$ cat config.mk
export PLATFORM = sky130hd
export DESIGN_NAME = fma16_issue
export DESIGN_NICKNAME = d
export VERILOG_FILES = /design/src/rtl/fma16_pkg.sv /design/src/rtl/fma16_issue_fifo.sv /design/src/rtl/fma16_issue.sv
export SDC_FILE = /design/constraint.sdc
export NUM_CORES = 1
export LEC_CHECK = 0
export BUFFER_PORTS_ARGS = -buffer_cell sky130_fd_sc_hd__buf_2
export CAP_MARGIN = 0
export CORE_MARGIN = 4
export CORE_UTILIZATION = 60
export CTS_BUF_LIST = sky130_fd_sc_hd__clkbuf_8 sky130_fd_sc_hd__clkbuf_16
export CTS_CLUSTER_SIZE = 30
export DETAILED_ROUTE_END_ITERATION = 6
export GPL_TIMING_DRIVEN = 0
export PLACE_DENSITY_LB_ADDON = 0.08
export SYNTH_ARGS = -nofsm -noshare
export SYNTH_HDL_FRONTEND = slang
export SYNTH_HIERARCHICAL = 1
export SYNTH_SLANG_ARGS = --single-unit
$ cat constraint.sdc
create_clock -name clk -period 5.7 [get_ports clk]
set_input_delay 0.285 -clock clk [delete_from_list [all_inputs] [get_ports clk]]
set_output_delay 0.285 -clock clk [all_outputs]
set_load 0.03 [all_outputs]
$ cat src/rtl/fma16_pkg.sv
// fma16_pkg: shared opcode/rounding types, FP16 constants and opcode decode
package fma16_pkg;
    typedef enum logic [2:0] {
        OP_FADD    = 3'b000,
        OP_FSUB    = 3'b001,
        OP_FMUL    = 3'b010,
        OP_FMADD   = 3'b011,
        OP_FMSUB   = 3'b100,
        OP_FNMADD  = 3'b101,
        OP_FNMSUB  = 3'b110,
        OP_ILLEGAL = 3'b111
    } op_t;
    typedef enum logic [1:0] {RM_RZ, RM_RNE, RM_RP, RM_RN} rm_t;
    typedef struct packed {
        logic mul;
        logic add;
        logic negr;
        logic negz;
    } ctrl_t;
    typedef struct packed {
        logic [15:0] x;
        logic [15:0] y;
        logic [15:0] z;
        ctrl_t       ctrl;
        rm_t         rm;
    } entry_t;
    localparam logic [15:0] FP16_ONE  = 16'h3C00;
    localparam logic [15:0] FP16_ZERO = 16'h0000;
    function automatic ctrl_t decode(input op_t op);
        case (op)
            OP_FADD:   return ctrl_t'(4'b0100);
            OP_FSUB:   return ctrl_t'(4'b0101);
            OP_FMUL:   return ctrl_t'(4'b1000);
            OP_FMADD:  return ctrl_t'(4'b1100);
            OP_FMSUB:  return ctrl_t'(4'b1101);
            OP_FNMADD: return ctrl_t'(4'b1110);
            OP_FNMSUB: return ctrl_t'(4'b1111);
            default:   return ctrl_t'(4'b0000);
        endcase
    endfunction
endpackage

$ cat src/rtl/fma16_issue_fifo.sv
// fma16_issue_fifo: synchronous FIFO whose head output holds the last popped word when empty
module fma16_issue_fifo #(
    parameter int WIDTH = 54,
    parameter int DEPTH = 4,
    localparam int CW = $clog2(DEPTH) + 1
) (
    input  logic             clk,
    input  logic             reset,
    input  logic             wr_en,
    input  logic [WIDTH-1:0] wr_data,
    input  logic             rd_en,
    output logic [WIDTH-1:0] rd_data,
    output logic [CW-1:0]    count
);
    localparam int AW = CW - 1;
    localparam logic [CW-1:0] FULL = CW'(DEPTH);
    logic [WIDTH-1:0] r_mem [DEPTH];
    logic [WIDTH-1:0] r_last;
    logic [AW-1:0]    r_wr_ptr;
    logic [AW-1:0]    r_rd_ptr;
    logic [CW-1:0]    r_count;
    logic             w_wr;
    logic             w_rd;
    assign w_wr    = wr_en && r_count != FULL;
    assign w_rd    = rd_en && r_count != '0;
    assign count   = r_count;
    assign rd_data = r_count != '0 ? r_mem[r_rd_ptr] : r_last;
    // storage array needs no reset: it is only visible while count is non-zero
    always_ff @(posedge clk) begin
        if (w_wr) r_mem[r_wr_ptr] <= wr_data;
    end
    // pointers, occupancy and the word shown while empty
    always_ff @(posedge clk) begin
        if (reset) begin
            r_wr_ptr <= '0;
            r_rd_ptr <= '0;
            r_count  <= '0;
            r_last   <= '0;
        end else begin
            r_wr_ptr <= w_wr ? r_wr_ptr + AW'(1) : r_wr_ptr;
            r_rd_ptr <= w_rd ? r_rd_ptr + AW'(1) : r_rd_ptr;
            r_count  <= r_count + CW'(w_wr) - CW'(w_rd);
            r_last   <= w_rd ? r_mem[r_rd_ptr] : r_last;
        end
    end
endmodule

$ cat src/rtl/fma16_issue.sv
// fma16_issue: FP16 FMA issue stage (decode, canonicalise, buffer); optional stats via FMA16_ISSUE_STATS_EN
module fma16_issue
    import fma16_pkg::*;
#(
    parameter int DEPTH = 4,
    localparam int CW = $clog2(DEPTH) + 1
) (
    input  logic          clk,
    input  logic          reset,
    input  logic          in_valid,
    output logic          in_ready,
    input  logic [2:0]    in_op,
    input  logic [15:0]   in_x,
    input  logic [15:0]   in_y,
    input  logic [15:0]   in_z,
    input  logic [1:0]    in_rm,
    output logic          out_valid,
    input  logic          out_ready,
    output logic [15:0]   out_x,
    output logic [15:0]   out_y,
    output logic [15:0]   out_z,
    output logic          out_mul,
    output logic          out_add,
    output logic          out_negr,
    output logic          out_negz,
    output logic [1:0]    out_rm,
    output logic [CW-1:0] count,
    output logic          err_illegal,
    output logic [15:0]   issued_cnt,
    output logic [15:0]   stall_cnt
);
    localparam logic [CW-1:0] FULL = CW'(DEPTH);
    ctrl_t  w_ctrl;
    entry_t w_in;
    entry_t w_head;
    logic   w_illegal;
    logic   w_acc;
    logic   w_deq;
    logic   r_err;
    assign w_ctrl    = decode(op_t'(in_op));
    assign w_illegal = in_op == OP_ILLEGAL;
    assign in_ready  = count != FULL;
    assign out_valid = count != '0;
    assign w_acc     = in_valid && in_ready;
    assign w_deq     = out_valid && out_ready;
    assign w_in.x    = in_x;
    assign w_in.y    = w_ctrl.mul ? in_y : FP16_ONE;
    assign w_in.z    = w_ctrl.add ? in_z : FP16_ZERO;
    assign w_in.ctrl = w_ctrl;
    assign w_in.rm   = rm_t'(in_rm);
    fma16_issue_fifo #(.WIDTH($bits(entry_t)), .DEPTH(DEPTH)) u_fifo (
        .clk     (clk),
        .reset   (reset),
        .wr_en   (w_acc && !w_illegal),
        .wr_data (w_in),
        .rd_en   (w_deq),
        .rd_data (w_head),
        .count   (count)
    );
    assign out_x       = w_head.x;
    assign out_y       = w_head.y;
    assign out_z       = w_head.z;
    assign out_mul     = w_head.ctrl.mul;
    assign out_add     = w_head.ctrl.add;
    assign out_negr    = w_head.ctrl.negr;
    assign out_negz    = w_head.ctrl.negz;
    assign out_rm      = w_head.rm;
    assign err_illegal = r_err;
    // sticky flag for accepted-but-dropped illegal opcodes
    always_ff @(posedge clk) begin
        r_err <= reset ? 1'b0 : r_err | (w_acc && w_illegal);
    end
`ifdef FMA16_ISSUE_STATS_EN
    logic [15:0] r_issued;
    logic [15:0] r_stall;
    // issued count wraps; stall count saturates
    always_ff @(posedge clk) begin
        if (reset) begin
            r_issued <= '0;
            r_stall  <= '0;
        end else begin
            r_issued <= w_deq ? r_issued + 16'd1 : r_issued;
            r_stall  <= (in_valid && !in_ready && r_stall != 16'hFFFF) ? r_stall + 16'd1 : r_stall;
        end
    end
    assign issued_cnt = r_issued;
    assign stall_cnt  = r_stall;
`else
    assign issued_cnt = 16'h0000;
    assign stall_cnt  = 16'h0000;
`endif
endmodule

==> flow_metrics.py, run 1 <==
metrics = {
    "status": {
        "status": "complete, no violations",
    },
    "timing": {
        "rsz0062_at_grt": "false",
        "drv_slew": 0,
        "post-route-min-period_ps": 2848,
        "timing.final.ws_setup_ps": 2852,
        "fin_worst_skew_ps": 21.33,
        "hold_violations": 0,
        "finalSetupViolations": 0,
        "totalNegativeSetupSlack_ps": 0,
        "slew_headroom_pct": 38.06,
        "finalCritPeriodShare_pct": 49.97,
        "whs_ps": 46.37,
        "fmax_mhz": 351.1,
        "worstMarginPinSlew_ps": 929.1,
    },
    "power_and_ir_drop": {
        "netSwitchingFraction_pct": 33.86,
        "seqPwrFrac_pct": 38.3,
        "max-vdd-ir-drop_mv": 0.3496,
        "comb_power_share_pct": 35.2,
        "p_int_mw": 4.444,
        "netSwitchingPower_mw": 2.275,
        "p_leak_nw": 5.020,
        "p_per_area_mw_per_mm2": 501.9,
        "power_mw": 6.720,
        "power_frac_clock_pct": 26.5,
    },
    "detailed_routing": {
        "via_count": 6099,
        "final_antenna_net_count": 0,
        "met3_length_um": 1062,
        "routed.top_layer": "met4",
        "m1WireLength_um": 9047,
        "via_per_inst": 5.814,
        "drt_iter0_drc": 371,
        "post_drt_wl_per_cell_um": 21.26,
        "remaining_drc_errors": 0,
        "dr.pass1.iters": 4,
        "totalWireLength_um": 22300,
        "dr_wl_met2_um": 11780,
    },
    "logic_synthesis": {
        "synth_area_mm2": 0.01128,
        "synth-seq-area-share_pct": 68.86,
        "syn_avg_cell_area_um2": 18.74,
        "synth_area_leaders": "edfxtp_1 (58%), dfxtp_1 (11%), mux4_2 (10%)",
        "synth_compound_area_share_pct": 6.223,
        "synth_top_area_share_pct": 57.50,
        "synth_simple_gate_area_share_pct": 2.618,
        "synthMuxAreaShare_pct": 16.33,
        "synth_edf_count": 216,
        "yosysUniqueCellTypes": 39,
        "synth_top_family_by_area": "multiplexers",
        "synth_cells": 602,
        "synthArstFlopShare_pct": 0,
        "synth_ff_type": "edfxtp_1",
        "yosys_warnings": 6,
        "yosys_register_bits": 280,
        "synth_area_leader_cell": "edfxtp_1",
        "synth-adder-area-share_pct": 0.8430,
        "synthXorXnorAreaFrac_pct": 0.3771,
    },
    "die": {
        "die_height_um": 145.1,
        "top_level_ports": 149,
        "design.core.area_mm2": 0.01821,
        "die_x_um": 145.1,
        "row_count": 49,
        "start_util_pct": 61.95,
        "dieArea_mm2": 0.02106,
    },
    "clock_network": {
        "cts_setup_buffers": 0,
        "clk_pin_slew_ps": 60,
        "cts_root_buf": "clkbuf_16",
        "tritoncts": "built",
        "numCtsBuffers": 28,
        "h-tree-depth": 1,
        "clock-sinks": 280,
        "clockBufferDepth": 3,
        "clk_latency_ps": 540,
    },
    "global_routing": {
        "antenna_found_initial": 0,
        "grt_util_all_layers_pct": 21.08,
        "grt_remaining_overflow": 0,
        "grt_pass1_vias": 6552,
        "grt_pass1_wl_um": 35490,
        "grt_max_degree": 55,
    },
    "placed_design": {
        "dp_slack_ps": 2700,
        "dp.cells": 978,
        "place_congestion": 0.7505,
        "port_buffers": 116,
        "hpwl_um": 13600,
        "place_area_mm2": 0.01228,
    },
    "cells_and_area": {
        "area_growth_pct": 18.69,
        "finalNonFillerCells": 1049,
        "multi_input_area_mm2": 0.003117,
        "fin_nets": 862,
        "n_antenna_cell": 0,
        "utilization_pct": 73.52,
        "final_layout_size_suffix_gt1_share_pct": 42.20,
        "seq_area_mm2": 0.007767,
        "design_area_mm2": 0.01339,
        "fillers": 1141,
    },
    "hold_path": {
        "min_path_type": "input pin to flop",
    },
    "setup_path": {
        "crit_path_max_incr_delay_ps": 560,
        "crit_family": "simple AND/OR/NAND/NOR gates",
        "r2r_slack_ps": 2850,
        "path_max_fanout": 9,
        "cp_slowest_cell": "dfxtp_1",
        "crit_chain": "nor3b_1 -> nor3_1 -> buf_1 -> nand2_1 -> ha_1 -> inv_1 -> ha_1 -> inv_1 -> fa_1 -> xor2_1 -> and2_1 -> nor3_1",
        "crit_arrival_ps": 3300,
        "critPathKind": "flop to flop",
        "critical_path_buf_inv_count": 3,
        "crit_required_ps": 6160,
        "startpoint_type": "flop",
        "end_kind": "flop",
    },
    "flow_run": {
        "max-cap-violations": 0,
    },
}
repair_timing:
action                     in CTS  in global routing
resized for setup               0                  0
hold buffers                   19                  0
hold endpoints to repair       73                  0
setup endpoints to repair       0                  0
state kept, by name, summed over array words and instances (netlist names), named ones only:
| name | cells |
|---|---|
| u_fifo/count | 3 |
| err_illegal | 1 |
| u_fifo/r_mem | 216 |
| u_fifo/r_rd_ptr | 2 |
| u_fifo/r_last | 54 |
| u_fifo/r_wr_ptr | 2 |
cell usage in the layout (no fill, tap or decap), types with 6 or more instances in the layout:
cell	count
clkinv_2	8
mux4_2	52
a22o_1	54
mux2_2	54
ha_1	6
dfxtp_1	64
inv_1	12
dlygate4sd3_1	19
buf_4	33
nor2_1	7
nor3b_1	13
conb_1	32
a21boi_0	7
buf_6	14
edfxtp_1	216
buf_2	130
clkbuf_16	28
a21boi_2	10
cell usage after synthesis, drive strengths merged (3+ instances only):
cell type and n:
nand3 3, and3 5, mux2 54, ha 6, a22o 54, edfxtp 216
or3 5, nor2 8, nor3b 13, inv 7, mux4 54, a21boi 17
buf 65, dfxtp 64, nor3 3, xor2 3, clkbuf 4
metal layers:
layer	track usage, %	vias to the layer above
li1	-	2745
met1	27.25	3142
met2	38.05	176
met3	3.555	36
met4	4.511	0
met5	0	-
path summary, 6_finish.rpt:
| check | start | depth (start not counted) | end |
|---|---|---|---|
| max | u_fifo/count[2]$_SDFF_PP0_ | 12 | u_fifo/count[2]$_SDFF_PP0_ |
| min | in_valid | 3 | err_illegal$_SDFF_PP0_ |
| max reg2reg | u_fifo/count[2]$_SDFF_PP0_ | 12 | u_fifo/count[2]$_SDFF_PP0_ |
| min reg2reg | u_fifo/r_last[48]$_SDFFE_PP0P_ | 1 | u_fifo/r_last[48]$_SDFFE_PP0P_ |
area by class of cell:
cell class	count	area share, %
flip-flops and latches	280	58.02
multi-input cells	277	23.28
repair buffers	135	5.757
clock buffers	32	5.645
plain buffers	69	3.776
well taps	229	2.140
clock inverters	20	1.187
inverters	7	0.1963
power groups by stage:
stage	Clock [mW]	Combinational, mW	Sequential, mW
global placement	0	2.32	2.61
global route	1.90	2.51	2.60
CTS	1.80	2.39	2.58
floorplan	0	1.76	2.61
finish	1.78	2.36	2.58
detailed placement	0	2.36	2.62
cells by family after synthesis:
logic type	Yosys count
flops	280
fa+ha+maj	7
buf+inv	76
mux	109
other cells	1
xor+xnor	4
simple gates	47
compound gates	78
worst min-delay path, cell delays in order:
cell and delay [ps]:
buf_2 90, inv_1 70, o41ai_1 80
Note: power is estimated with default switching activity, not from simulation.
==> run 2, diff against run 1 <==
Settings changed: CORE_UTILIZATION 60 to 52.
Clock period 5.7 ns to 2.6 ns, I/O delays scaled along.
==> flow_metrics.py, run 2 (synthesis results as in run 1) <==
metrics = {
    "setup_path": {
        "r2r-start": "u_fifo/count[2]$_SDFF_PP0_",
        "critPathKind": "flop to flop",
        "crit_cells": 12,
        "crit_required_ps": 3060,
        "rr_worst_depth": 12,
        "cp_slowest_cell": "or3_4",
        "path_max_fanout": 8,
        "critical_path_buf_inv_count": 3,
        "r2r-end": "u_fifo/count[2]$_SDFF_PP0_",
        "cp_common_cell": "inv_1",
        "startpoint_type": "flop",
        "crit_arrival_ps": 2930,
        "r2r_slack_ps": 130,
        "crit_family": "simple AND/OR/NAND/NOR gates",
        "crit_chain": "or3_4 -> and2_4 -> o31ai_4 -> inv_1 -> ha_1 -> inv_1 -> ha_1 -> inv_1 -> fa_2 -> xor2_1 -> and2_1 -> nor3_2",
        "end_kind": "flop",
        "crit_path_max_incr_delay_ps": 390,
    },
    "cells_and_area": {
        "n_antenna_cell": 0,
        "seq_area_mm2": 0.007774,
        "fin_nets": 887,
        "fillers": 1493,
        "final_layout_size_suffix_gt1_share_pct": 42.91,
        "utilization_pct": 65.67,
        "area_growth_pct": 23.15,
        "design_area_mm2": 0.01389,
        "final_cell_mix": "edfxtp_1 (216), buf_2 (134), dfxtp_1 (61)",
        "finalNonFillerCells": 1121,
        "regMostFlops": "u_fifo/r_mem",
        "multi_input_area_mm2": 0.003132,
        "largest_register_ff_count": 216,
        "final_common_cell": "edfxtp_1",
    },
    "die": {
        "die_height_um": 155.3,
        "die_x_um": 155.3,
        "top_level_ports": 149,
        "row_count": 53,
        "start_util_pct": 53.32,
        "design.core.area_mm2": 0.02115,
        "dieArea_mm2": 0.02411,
    },
    "power_and_ir_drop": {
        "p_leak_nw": 5.231,
        "p_per_area_mw_per_mm2": 1098,
        "max-vdd-ir-drop_mv": 0.6700,
        "power_mw": 15.26,
    },
    "global_routing": {
        "grt_pass1_vias": 6504,
        "antenna_found_initial": 0,
        "grt_pass1_wl_um": 35280,
        "grt_util_all_layers_pct": 18.66,
        "grt_max_degree": 53,
        "grt_remaining_overflow": 0,
    },
    "timing": {
        "worstMarginPinSlew_ps": 744.3,
        "hold_violations": 0,
        "slew_headroom_pct": 50.38,
        "totalNegativeSetupSlack_ps": 0,
        "post-route-min-period_ps": 2475,
        "timing.final.ws_setup_ps": 125.4,
        "rsz0062_at_grt": "false",
        "fmax_mhz": 404.1,
        "fin_worst_skew_ps": 18.22,
        "finalCritPeriodShare_pct": 95.18,
        "whs_ps": 21.39,
        "drv_slew": 0,
        "finalSetupViolations": 0,
    },
    "detailed_routing": {
        "via_per_inst": 5.422,
        "final_antenna_net_count": 0,
        "post_drt_wl_per_cell_um": 20.04,
        "dr.pass1.iters": 4,
        "totalWireLength_um": 22470,
        "remaining_drc_errors": 0,
        "drt_iter0_drc": 275,
        "via_count": 6078,
    },
    "clock_network": {
        "cts_root_buf": "clkbuf_16",
        "h-tree-depth": 1,
        "tritoncts": "built",
        "clock-sinks": 280,
        "clk_pin_slew_ps": 60,
        "clk_latency_ps": 540,
        "numCtsBuffers": 29,
        "clockBufferDepth": 3,
    },
    "placed_design": {
        "dp_slack_ps": -268.8,
        "hpwl_um": 13560,
        "place_area_mm2": 0.01246,
        "dp.cells": 1028,
        "place_congestion": 0.7177,
        "port_buffers": 116,
    },
    "hold_path": {
        "hold_path_end": "u_fifo/r_mem[2][6]$_DFFE_PP_",
        "hp-start": "in_z[0]",
        "min_path_type": "input pin to flop",
        "hold_depth": 2,
    },
    "status": {
        "status": "complete, no violations",
    },
    "flow_run": {
        "max-cap-violations": 0,
    },
}
==> run 2: changes by cell type in the layout (fill, tap and decap cells not counted), moves of 2 or more <==
cell / delta
buf_1: -4
buf_16: +4
buf_2: +4
bufinv_16: +4
clkbuf_1: -2
clkbuf_2: +2
clkbuf_8: -2
clkinv_2: -5
dfxtp_1: -3
dfxtp_2: +2
dlygate4sd3_1: +18
inv_1: +3
==> run 2: metal layers <==
metal	part of all wire [%]	vias up	wire (µm)	GRT usage, %
met3	5.0	29	1115	3.394
li1	-	2806	-	-
met4	1.7	0	373	3.668
met1	42	3095	9395	25.06
met5	0	-	0	0
met2	52	148	11580	32.41
==> run 2: layout make-up <==
| type | count | share of cell area [%] |
|---|---|---|
| Inverter | 7 | 0.1892 |
| Buffer | 69 | 3.693 |
| Tap cell | 275 | 2.477 |
| Multi-Input combinational cell | 277 | 22.55 |
| Timing Repair Buffer | 159 | 7.836 |
| Sequential cell | 280 | 55.96 |
| Clock inverter | 23 | 1.874 |
| Clock buffer | 31 | 5.422 |
==> run 2: worst max path at each step <==
| stage | startpoint | endpoint | slack [ps] |
|---|---|---|---|
| after floorplan | u_fifo/count[2]$_SDFF_PP0_ | u_fifo/count[2]$_SDFF_PP0_ | 5 |
| after detailed placement | in_op[0] | u_fifo/count[2]$_SDFF_PP0_ | -270 |
| after global routing | u_fifo/count[2]$_SDFF_PP0_ | u_fifo/count[2]$_SDFF_PP0_ | 10 |
| final | u_fifo/count[2]$_SDFF_PP0_ | u_fifo/count[2]$_SDFF_PP0_ | 130 |
| after CTS | u_fifo/count[1]$_SDFF_PP0_ | out_negr | 10 |
| after global placement | in_op[0] | u_fifo/r_mem[0][48]$_DFFE_PP_ | -400 |
==> run 2: timing repair <==
action | in CTS | in global routing
pin swaps | 0 | 1
gates resized for setup | 8 | 2
endpoints found under the hold margin | 140 | 0
setup buffers | 0 | 2
hold buffers | 37 | 0
setup endpoints to repair | 51 | 43
==> run 2: power breakdown <==
group          internal (mW)  switching, mW  leakage, nW
Sequential              5.42          0.218         2.50
Combinational           2.18           3.15         2.21
Clock                   2.67           1.61        0.520
Total                   10.3           4.98         5.23
==> run 3, diff against run 2 <==
==> constraint.sdc (replaced) <==
create_clock -name clk -period 2.6 [get_ports clk]
set_input_delay 0.39 -clock clk [delete_from_list [all_inputs] [get_ports clk]]
set_output_delay 0.39 -clock clk [all_outputs]
set_load 0.03 [all_outputs]
==> flow_metrics.py, run 3 (synthesis results as in run 1) <==
metrics = {
    "status": {
        "status": "complete, no violations",
    },
    "timing": {
        "post-route-min-period_ps": 2552,
        "finalSetupViolations": 0,
        "drv_slew": 0,
        "rsz0062_at_grt": "true",
        "whs_ps": 71.69,
        "fin_worst_skew_ps": 11.38,
        "hold_violations": 0,
        "fmax_mhz": 391.9,
        "worstMarginPinSlew_ps": 938.5,
        "finalCritPeriodShare_pct": 98.14,
        "slew_headroom_pct": 37.43,
    },
    "setup_path": {
        "crit_family": "multiplexers",
        "critical_path_buf_inv_count": 3,
        "crit_required_ps": 2210,
        "crit_path_max_incr_delay_ps": 510,
        "startpoint_type": "flop",
        "path_max_fanout": 10,
        "r2r_slack_ps": 130,
        "crit_arrival_ps": 2160,
        "r2r-end": "u_fifo/count[2]$_SDFF_PP0_",
        "critPathKind": "flop to output port",
        "cp_common_cell": "buf_12",
        "crit_chain": "buf_12 -> buf_12 -> mux4_2 -> mux2_2 -> buf_2",
        "cp_slowest_cell": "mux4_2",
        "r2r-start": "u_fifo/count[2]$_SDFF_PP0_",
        "rr_worst_depth": 12,
        "end_kind": "output port",
    },
    "detailed_routing": {
        "post_drt_wl_per_cell_um": 20.97,
        "via_count": 5954,
        "final_antenna_net_count": 0,
        "via_per_inst": 5.488,
        "totalWireLength_um": 22750,
        "drt_iter0_drc": 340,
        "dr.pass1.iters": 4,
        "remaining_drc_errors": 0,
    },
    "global_routing": {
        "grt_remaining_overflow": 0,
        "grt_pass1_wl_um": 35280,
        "use_met2_pct": 33.34,
        "grtUsageMet1_pct": 24.45,
        "grt_pass1_vias": 6476,
        "top_usage_layer": "met2",
        "grt_max_degree": 55,
        "antenna_found_initial": 0,
        "grt_util_all_layers_pct": 18.80,
        "use_met3_pct": 3.143,
    },
    "hold_path": {
        "hold_path_end": "u_fifo/r_mem[2][41]$_DFFE_PP_",
        "min_path_type": "input pin to flop",
        "hold_depth": 1,
        "hp-start": "in_x[3]",
    },
    "clock_network": {
        "clock-sinks": 280,
        "clk_pin_slew_ps": 60,
        "numCtsBuffers": 29,
        "hold_buffers": 0,
        "tritoncts": "built",
        "h-tree-depth": 1,
        "clk_latency_ps": 530,
        "cts_root_buf": "clkbuf_16",
        "clockBufferDepth": 3,
    },
    "die": {
        "die_x_um": 155.3,
        "die_height_um": 155.3,
        "start_util_pct": 53.32,
        "top_level_ports": 149,
        "dieArea_mm2": 0.02411,
        "design.core.area_mm2": 0.02115,
        "row_count": 53,
    },
    "flow_run": {
        "max-cap-violations": 0,
    },
    "power_and_ir_drop": {
        "power_mw": 15.54,
        "p_per_area_mw_per_mm2": 1137,
        "max-vdd-ir-drop_mv": 0.8260,
        "p_leak_nw": 5.128,
    },
    "placed_design": {
        "hpwl_um": 13990,
        "place_congestion": 0.7352,
        "port_buffers": 116,
        "place_area_mm2": 0.01243,
    },
    "cells_and_area": {
        "largest_register_ff_count": 216,
        "regMostFlops": "u_fifo/r_mem",
        "design_area_mm2": 0.01367,
        "final_layout_size_suffix_gt1_share_pct": 45.74,
        "utilization_pct": 64.62,
        "fillers": 1504,
        "area_growth_pct": 21.20,
        "final_common_cell": "edfxtp_1",
        "fin_nets": 850,
        "final_cell_mix": "edfxtp_1 (216), buf_2 (117), dfxtp_1 (60)",
    },
}
[run 3: changes by cell type in the layout (fill, tap and decap cells not counted), moves of 4 or more]
cell           before  now
mux2_2             54   47
buf_12              1    8
dlygate4sd3_1      37    0
clkbuf_8            2    7
clkbuf_4            0    4
buf_2             134  117
mux2_4              0    7
buf_4              34   40
clkinv_2            3    7
[run 3: per-layer routing]
metal | wire length [µm] | up-vias
met5 | 0 | -
met4 | 337 | 0
met3 | 1318 | 27
met2 | 11730 | 166
met1 | 9359 | 3038
li1 | - | 2723
[run 3: how the worst max path moves through the flow]
stage | start | endpoint | slack, ps | depth (start not counted)
6_report | flop | out_y[2] | 50 | 5
5_1_grt | flop | out_z[14] | -60 | 5
4_1_cts | flop | out_negr | -10 | 5
3_5_place_dp | in_op[0] | u_fifo/count[2]$_SDFF_PP0_ | -310 | 15
3_3_place_gp | in_op[0] | u_fifo/r_mem[0][44]$_DFFE_PP_ | -540 | 7
2_1_floorplan | u_fifo/count[2]$_SDFF_PP0_ | u_fifo/count[2]$_SDFF_PP0_ | 5 | 12
[run 3: layout make-up]
type	count	area (µm²)	share of cell area [%]
inverter	7	26.28	0.1922
timing repair buffer	122	748.2	5.473
buffer	69	598.1	4.375
multi-input combinational	277	3162	23.13
clock inverter	20	220.2	1.611
sequential	280	7775	56.87
clock buffer	34	794.5	5.812
antenna	1	2.502	0.01830
tap	275	344.1	2.517
[run 3: repair_timing]
item	4_1_cts	5_1_grt
setup buffers	3	0
setup endpoints to repair	50	52
pin swaps	1	1
resized for setup	46	14
[run 3: power by group]
part	switching, mW	internal, mW
clock	1.62	2.66
combinational	3.21	2.40
sequential	0.229	5.43
total	5.06	10.5
[run 3: metrics by stage]
| step | setup TNS, ps | setup WS [ps] | instances |
|---|---|---|---|
| detailed placement | -3034 | -311.9 | 1027 |
| CTS | -14.48 | -11.12 | 1084 |
| global route | -1421 | -61.57 | 1084 |
| finish | 0 | 48.33 | 1085 |
| floorplan | 0 | 4.696 | 633 |
| global placement | -113080 | -539.0 | 1024 |
